[src/rtl/multi_pkg.sv]
// Shared constants for the multi_5x5 array multiplier and its benches.
package multi_pkg;

  localparam int unsigned WIDTH_DEF  = 5;
  localparam int unsigned PROD_W_DEF = 2 * WIDTH_DEF;

  function automatic int unsigned max_product(input int unsigned w);
    return ((2 ** w) - 1) * ((2 ** w) - 1);
  endfunction

  localparam int unsigned MAX_PROD_DEF = max_product(WIDTH_DEF);

endpackage

[src/rtl/multi_fa.sv]
// One-bit full adder: the cell from which the ripple rows are built.
module multi_fa (
  input  logic a,
  input  logic b,
  input  logic cin,
  output logic sum,
  output logic cout
);

  assign sum  = a ^ b ^ cin;
  assign cout = (a & b) | (cin & (a ^ b));

endmodule

[src/rtl/multi_5x5.sv]
// Unsigned array multiplier: AND partial products summed by ripple-carry rows,
// product registered once (one cycle latency, one product per cycle).
module multi_5x5
  import multi_pkg::*;
#(
  parameter int unsigned WIDTH = WIDTH_DEF
) (
  input  logic                 clock,
  input  logic                 resetn,
  input  logic [WIDTH-1:0]     a,
  input  logic [WIDTH-1:0]     b,
  output logic [2*WIDTH-1:0]   res,
  output logic                 res_valid
);

  logic [2*WIDTH-1:0] res_d;
  logic [2*WIDTH-1:0] res_q;
  logic               valid_q;

  // Row s adds partial product s to the previous row's running sum shifted
  // down one place; the bit that drops out is product bit s.
  for (genvar s = 0; s < WIDTH; s++) begin : g_row
    logic [WIDTH-1:0] pp;
    logic [WIDTH-1:0] sum;
    logic             cout;

    assign pp = a & {WIDTH{b[s]}};

    if (s == 0) begin : g_first
      assign sum  = pp;
      assign cout = 1'b0;
    end else begin : g_add
      logic [WIDTH-1:0] x;
      assign x = {g_row[s-1].cout, g_row[s-1].sum[WIDTH-1:1]};

      for (genvar j = 0; j < WIDTH; j++) begin : g_bit
        logic ci;
        logic co;
        if (j == 0) begin : g_c0
          assign ci = 1'b0;
        end else begin : g_cn
          assign ci = g_bit[j-1].co;
        end
        multi_fa u_fa (
          .a   (x[j]),
          .b   (pp[j]),
          .cin (ci),
          .sum (sum[j]),
          .cout(co)
        );
      end

      assign cout = g_bit[WIDTH-1].co;
    end

    assign res_d[s] = sum[0];
  end

  assign res_d[2*WIDTH-1:WIDTH] = {g_row[WIDTH-1].cout, g_row[WIDTH-1].sum[WIDTH-1:1]};

  always_ff @(posedge clock or negedge resetn) begin
    if (!resetn) begin
      res_q   <= '0;
      valid_q <= 1'b0;
    end else begin
      res_q   <= res_d;
      valid_q <= 1'b1;
    end
  end

  assign res       = res_q;
  assign res_valid = valid_q;

endmodule

[config.mk]
export PLATFORM = sky130hd
export DESIGN_NAME = multi_5x5
export DESIGN_NICKNAME = d
export VERILOG_FILES = /design/src/rtl/multi_pkg.sv /design/src/rtl/multi_fa.sv /design/src/rtl/multi_5x5.sv
export SDC_FILE = /design/constraint.sdc
export NUM_CORES = 1
export LEC_CHECK = 0
export CAP_MARGIN = 10
export CORE_MARGIN = 10
export CORE_UTILIZATION = 60
export CTS_BUF_LIST = sky130_fd_sc_hd__clkbuf_16
export CTS_CLUSTER_DIAMETER = 120
export DETAILED_ROUTE_END_ITERATION = 7
export DONT_BUFFER_PORTS = 1
export PLACE_DENSITY = 0.76
export SETUP_SLACK_MARGIN = 0.15
export SYNTH_ARGS = -nofsm -noshare
export SYNTH_HDL_FRONTEND = slang
export SYNTH_SLANG_ARGS = --single-unit
[constraint.sdc]
create_clock -name clock -period 0.8 [get_ports clock]
set_clock_uncertainty 0.05 [all_clocks]
set_input_delay 0.12 -clock clock [delete_from_list [all_inputs] [get_ports clock]]
set_output_delay 0.12 -clock clock [all_outputs]
set_load 0.02 [all_outputs]
# [Word-level counts from Yosys, hierarchy flattened]
# Cells that the tools add are included.
[word_totals] mem_bits_ro=0 latch_bits=0 mem_bits_rw=0 regBits=11 output_inout_bits=11 mem_count=0
[op_classes] div_mod_pow=0 n_lt_le_gt_ge=0 add_sub_neg=0 n_reduce_logical=0 eq_ne=0 n_shift=0 multipliers=0 n_mux=0 bitwise_logic=90
[op_table] operator="AND 1 bit" count=35
[op_table] operator="XOR 1 bit" count=35
[op_table] operator="AND 5 bit" count=5
[op_table] operator="bitwise OR 1 bit" count=15

# [Longest topological paths before layout]
# Gate-level depths: netlist (run 1).
[depth] depth_word=22 ltp_mapped=16 ltp_nobuf=16

# [By module]
# A second synthesis (run 1) with hierarchy kept.
[hier_totals] hier_cells=58 hier_area_um2=839.6
[by_module_without_submodules] mod="multi_5x5" cells_each=38 area_per_inst_um2=439.2 seq_area_each_um2=275.3 n_inst=1
[by_module_without_submodules] mod="multi_fa" cells_each=1 area_per_inst_um2=20.0 seq_area_each_um2=0.0 n_inst=20

# [Worst setup path before layout (run 1)]
# OpenSTA, ideal clock, no wires.
[synth_timing] path_kind="input port to flip-flop" from="in b[0]" to="reg res_q[8], in the netlist res[8]" path_stages=16 n_path_buf=0 t_arrival_ps=4842 slack_ps=-4206 path_cell_list="and2_1 -> ha_1 -> inv_1 -> fa_1 -> fa_1 -> inv_1 -> fa_1 -> fa_1 -> fa_1 -> fa_1 -> fa_1 -> fa_1 -> inv_1 -> fa_1 -> fa_1 -> inv_1"
[synth_between] elab_chain_len=21 word_cells_on_any_way=76
[synth_rtl] element="start: declaration" line_no="multi_5x5.sv:11" text="input logic [WIDTH-1:0] b,"
[synth_rtl] element="AND 5 bit *" line_no="multi_5x5.sv:27" text="assign pp = a & {WIDTH{b[s]}};"
[synth_rtl] element="AND 1 bit / XOR 1 bit (equally long branches)" line_no="multi_fa.sv:11, multi_fa.sv:10"
[synth_rtl] element="AND 1 bit" line_no="multi_fa.sv:11" text="assign cout = (a & b) | (cin & (a ^ b));"
[synth_rtl] element="bitwise OR 1 bit" line_no="multi_fa.sv:11"
[synth_rtl] element="AND 1 bit / XOR 1 bit (equally long branches)" line_no="multi_fa.sv:11, multi_fa.sv:10"
[synth_rtl] element="bitwise OR 1 bit / XOR 1 bit (equally long branches)" line_no="multi_fa.sv:11, multi_fa.sv:10"
[synth_rtl] element="AND 1 bit / XOR 1 bit (equally long branches)" line_no="multi_fa.sv:11, multi_fa.sv:10"
[synth_rtl] element="bitwise OR 1 bit / XOR 1 bit (equally long branches)" line_no="multi_fa.sv:11, multi_fa.sv:10"
[synth_rtl] element="[... 6 more ...]"
[synth_rtl] element="AND 1 bit / XOR 1 bit (equally long branches)" line_no="multi_fa.sv:11, multi_fa.sv:10"
[synth_rtl] element="bitwise OR 1 bit / XOR 1 bit (equally long branches)" line_no="multi_fa.sv:11"
[synth_rtl] element="AND 1 bit / XOR 1 bit (equally long branches)" line_no="multi_fa.sv:11, multi_fa.sv:10"
[synth_rtl] element="bitwise OR 1 bit / XOR 1 bit (equally long branches)" line_no="multi_fa.sv:11"
[synth_rtl] element="AND 1 bit" line_no="multi_fa.sv:11"
[synth_rtl] element="bitwise OR 1 bit" line_no="multi_fa.sv:11"
[synth_rtl] element="XOR 1 bit *" line_no="multi_fa.sv:10" text="assign sum = a ^ b ^ cin;"
[synth_rtl] element="net g_row[4].g_add.g_bit[4].u_fa.sum" line_no="multi_fa.sv:6" text="output logic sum,"
[synth_rtl] element="end signal: assignment" line_no="multi_5x5.sv:66" text="res_q <= res_d;"
[synth_rtl] element="end: declaration" line_no="multi_5x5.sv:17" text="logic [2*WIDTH-1:0] res_q;"
# The timed path passes the listed nets; every way through them passes the cells marked *.

# [Final worst setup path (run 1)]
# Same ends and word-level chain as after synthesis.

==> run metrics, run 1 <==
status finished with violations; failing checks negative hold slack, negative setup slack; Area Growth Syn to Fin 24.7%; I/O Buffers 0; Clk pwr share 0.345; Final min period approximately 4.6 ns; core box area between 1000 and 1500 um^2; sequential share of power 0.397; ANT cells 0; Total Neg Setup Slack -21.06 ns; number of synthesized flops with an enable pin 0; Max-Cap Viols 0; grt ovf 0; synthesized area a little over 800 um^2; dpl hpwl roughly 1300 um; Worst Tran Pin Value 0.513 ns; final slew viol count 0; Power Dens Cells between 2000 and 3000 nW/um^2; Net Sw Frac 0.336; global-route wire length before repair about 3200 um; die span in x about 57 um; DR vias 490; f_max approximately 220 MHz; Initial Util 0.638; Final Non-Filler Cells between 90 and 100; vias in the first global route 632; Synth Register Bits 11; routed len/inst roughly 20 um; dpl cells 86; root buffer cell clkbuf_16; Pint approximately 1.7 mW; Logic pwr share 0.258; top cell type's share of synthesized area 0.361; layout net count roughly 110; ratio of cells with drive above 1 in the final layout 0.500; HP Class in2async; io pins 23; fin worst setup slack -3.83 ns; Yosys top cell by area fa_1; Fin. Hold Viols 12; CP max FO 5; Leakage approximately 0.46 nW; Max VDD drop around 1400 uV; syn nets approximately 100; Max transition margin 0.658; row cnt 13; final wirelength between 1500 and 2000 um; CTS tree done; period utilization 5.79; Post-synth top flop dfrtp_1; Post-Synthesis Cells a little over 70; Die Y approximately 57 um; RSZ-0062 raised after global routing true; Total Routing Usage GR 0.126; Die ar. ~3300 um^2; CP Launch Type primary input; Clock Sinks 11; Netlist cell types 7; antenna viol nets, final 0; count leader, synth and2_1; final setup vio count 19; H-tree depth 1; number of detailed-route iterations in the first pass 4; vias per cell about 5.4; CTS clock-pin slew for the worst setup and hold paths roughly 0.040 ns; Avg Synthesized Cell Area between 10 and 15 um^2; antenna violations before repair 0; largest net degree at the start of global routing 12; # Post-CTS Setup Buffers 0; CP Class in2reg; FFs w/ async S/R, synth 1.00; Crit. End Element register; Max Root-Sink Buffers 2; DRC Markers 0; final hold slack -0.131 ns; GP Congestion ~0.74; switching power between 0.8 and 0.9 mW; Synth area leaders fa_1 36%, dfrtp_1 33%, and2_1 13%; CTS Buf Count 3; register area share after synthesis 0.331; Worst EP required 0.88 ns; Synth top cells by count 17 x and2_1, 15 x fa_1, 14 x inv_1; CTS Hold Bufs 1; 1st-iter DRT viols 3; CP arrival around 4.7 ns; synth warn 0
==> layout make-up <==
class / count / area [um^2]
tap: 15 / 18.8
clock inverter: 1 / 3.75
multi-input combinational: 46 / 586
sequential: 11 / 288
clock buffer: 3 / 75.1
timing repair buffer: 1 / 12.5
inverter: 14 / 52.6
fill: 71 / 265
==> power groups by stage <==
stage	Combinational (mW)	Sequential, mW	Clock [mW]
after floorplan	0.427	0.972	0
after global placement	0.496	0.998	0
after detailed placement	0.520	1.01	0
after CTS	0.608	1.04	0.907
after global routing	0.766	1.05	0.943
final	0.670	1.03	0.895
==> through the flow <==
| stage | util | instance area (um^2) | setup slack, ns | power (mW) | hold WS (ns) |
|---|---|---|---|---|---|
| after global placement | 0.688 | 895 | -4.03 | 1.49 | -0.225 |
| after global routing | 0.796 | 1040 | -3.95 | 2.76 | -0.0832 |
| after floorplan | - | 876 | -3.99 | 1.40 | -0.226 |
| after CTS | 0.794 | 1030 | -3.83 | 2.55 | -0.0421 |
| final | 0.796 | 1040 | -3.83 | 2.59 | -0.131 |
| after detailed placement | 0.688 | 895 | -4.12 | 1.53 | -0.225 |
==> timing repair <==
item	CTS	global route
pin swaps	9	0
resized for setup	16	3
endpoints found under the setup margin	19	30
endpoints found under the hold margin	12	12
==> placed cells by master, fill, tap and decap left out <==
master	instances
and2_1	15
fa_2	11
dfrtp_2	10
nand2_1	8
inv_2	8
inv_1	7
fa_1	4
ha_4	4
clkbuf_16	3
and2_4	2
ha_1	1
dlymetal6s4s_1	1
dfrtp_1	1
conb_1	1
==> registers in the layout, indices dropped and copies added, names as in the netlist <==
register	count
res	10
res_valid	1
==> worst max-delay path, cell delays in order <==
cell    delay, ns
and2_4       0.14
ha_4         0.13
inv_2        0.03
fa_2         0.33
fa_2         0.53
inv_2        0.04
fa_2         0.34
fa_2         0.35
fa_2         0.34
fa_1         0.48
fa_2         0.58
inv_2        0.04
fa_2         0.38
fa_2         0.34
fa_1         0.48
inv_1        0.04
==> cells by family (layout without fill, tap and decap cells) <==
| kind of cell | after synthesis | count (layout) | share of synthesized area |
|---|---|---|---|
| other cells | 1 | 1 | 0.00451 |
| fa+ha+maj | 20 | 20 | 0.437 |
| buf+inv | 14 | 19 | 0.0633 |
| flops | 11 | 11 | 0.331 |
| simple gates | 25 | 25 | 0.164 |
==> per-layer routing <==
layer | global-route usage | share of wire | wire length (um)
met1 | 0.130 | 0.40 | 728
met2 | 0.216 | 0.49 | 897
met3 | 0.0332 | 0.069 | 126
met4 | 0.0906 | 0.041 | 75
met5 | 0 | 0 | 0
==> worst paths after layout <==
path | startpoint | to | depth (start not counted)
max in group asynchronous | resetn | res[6]$_DFF_PN0_ | 1
min in group clock | a[0] | res[0]$_DFF_PN0_ | 1
min | resetn | res[8]$_DFF_PN0_ | 1
max | b[0] | res[8]$_DFF_PN0_ | 16
(Power assumes the default switching activity.)
==> run 2: changes to the inputs <==
==> constraint.sdc (replaced) <==
create_clock -name clock -period 4.6 [get_ports clock]
set_clock_uncertainty 0.05 [all_clocks]
set_input_delay 0.69 -clock clock [delete_from_list [all_inputs] [get_ports clock]]
set_output_delay 0.69 -clock clock [all_outputs]
set_load 0.02 [all_outputs]
==> run metrics, run 2 (same netlist as run 1, synthesis figures left out) <==
status finished with violations; failing checks negative setup slack; Multi-input gate area about 550 um^2; final wirelength about 1700 um; Max Root-Sink Buffers 2; final slew viol count 0; met1 Use GR 0.123; register area around 280 um^2; M3 GR Usage 0.0442; met2 GRT Util 0.186; ANT cells 0; I/O Buffers 0; dpl cells 86; max reg flops 10; largest net degree at the start of global routing 12; CTS Buf Count 3; grt ovf 0; row cnt 13; ratio of cells with drive above 1 in the final layout 0.280; Die Y roughly 57 um; Max VDD drop ~280 uV; GR peak layer met2; Power Dens Cells between 400 and 500 nW/um^2; routed len/inst about 19 um; final instance area 973 um^2; Area Growth Syn to Fin 17.2%; root buffer cell clkbuf_16; Total Neg Setup Slack -1.47 ns; global-route wire length before repair about 2900 um; Clock Sinks 11; Final Non-Filler Cells 90; io pins 23; antenna viol nets, final 0; period utilization 1.14; commonest non-fill, non-tap cell in the layout and2_1; number of detailed-route iterations in the first pass 4; Worst EP required around 4.7 ns; Buf+Inv Stages, Crit Path 4; fin worst setup slack -0.636 ns; CTS Hold Bufs 0; H-tree depth 1; Initial Util 0.638; DRC Markers 0; Fillers 80; most frequent cells in the layout 15 x and2_1, 11 x inv_1, 11 x fa_2, 11 x dfrtp_1, 8 x nand2_1; Max-Cap Viols 0; Fin. Hold Viols 0; Crit path top cell by count fa_2; layout net count 108; vias in the first global route 570; f_max around 190 MHz; fin util 0.748; worst-path cell chain and2_4 > ha_4 > inv_2 > fa_2 > fa_2 > inv_2 > fa_2 > fa_2 > fa_2 > fa_1 > fa_2 > inv_2 > fa_2 > fa_2 > fa_1 > inv_1; vias per cell 5.26; Final min period about 5.2 ns; CP Launch Type primary input; final hold slack between 0.09 and 0.1 ns; total power 0.428 mW; DP Worst Slack -0.882 ns; DR vias 473; CTS clock-pin slew for the worst setup and hold paths ~0.04 ns; die span in x around 57 um; core box area roughly 1300 um^2; dpl hpwl approximately 1200 um; Max stage delay on crit path around 0.58 ns; Leakage 0.465 nW; # Post-CTS Setup Buffers 0; Total Routing Usage GR 0.114; Largest delay share family, worst path adder cells; CP Class in2reg; CP arrival roughly 5.3 ns; Die ar. ~3300 um^2; CTS tree done; Post-Place Cell Area about 890 um^2; antenna violations before repair 0; RSZ-0062 raised after global routing true; HP Class in2async; final setup vio count 4; Crit. End Element register; 1st-iter DRT viols 11; GP Congestion approximately 0.75; CP max FO 5; Worst path slowest cell fa_2
-- run 2: repair_timing --
action	4_1_cts	5_1_grt
pin swaps	10	1
setup endpoints to repair	4	4
resized for setup	1	0
-- run 2: layout make-up --
cell class	count	share of cell area
inverter	14	0.0540
sequential	11	0.283
multi-input combinational	46	0.563
clock buffer	3	0.0771
clock inverter	1	0.00386
tap	15	0.0193
-- run 2: metal layers --
| layer | vias to the layer above | wire, um |
|---|---|---|
| li1 | 209 | - |
| met1 | 243 | 680 |
| met2 | 17 | 839 |
| met3 | 4 | 120 |
| met4 | 0 | 36 |
| met5 | - | 0 |
-- run 2: path summary, 6_finish.rpt --
path | from | cells after the start | endpoint | slack, ns
setup / recovery | b[0] | 16 | res[8]$_DFF_PN0_ | -0.64
hold / removal | resetn | 0 | res[4]$_DFF_PN0_ | 0.1
max in group asynchronous | resetn | 0 | res[9]$_DFF_PN0_ | 4.33
min in group clock | a[0] | 1 | res[0]$_DFF_PN0_ | 0.54
-- run 2: report_power, final --
group / internal [mW] / switching [mW]
combinational: 0.0471 / 0.0523
sequential: 0.125 / 0.0473
clock: 0.114 / 0.0426
total: 0.286 / 0.142
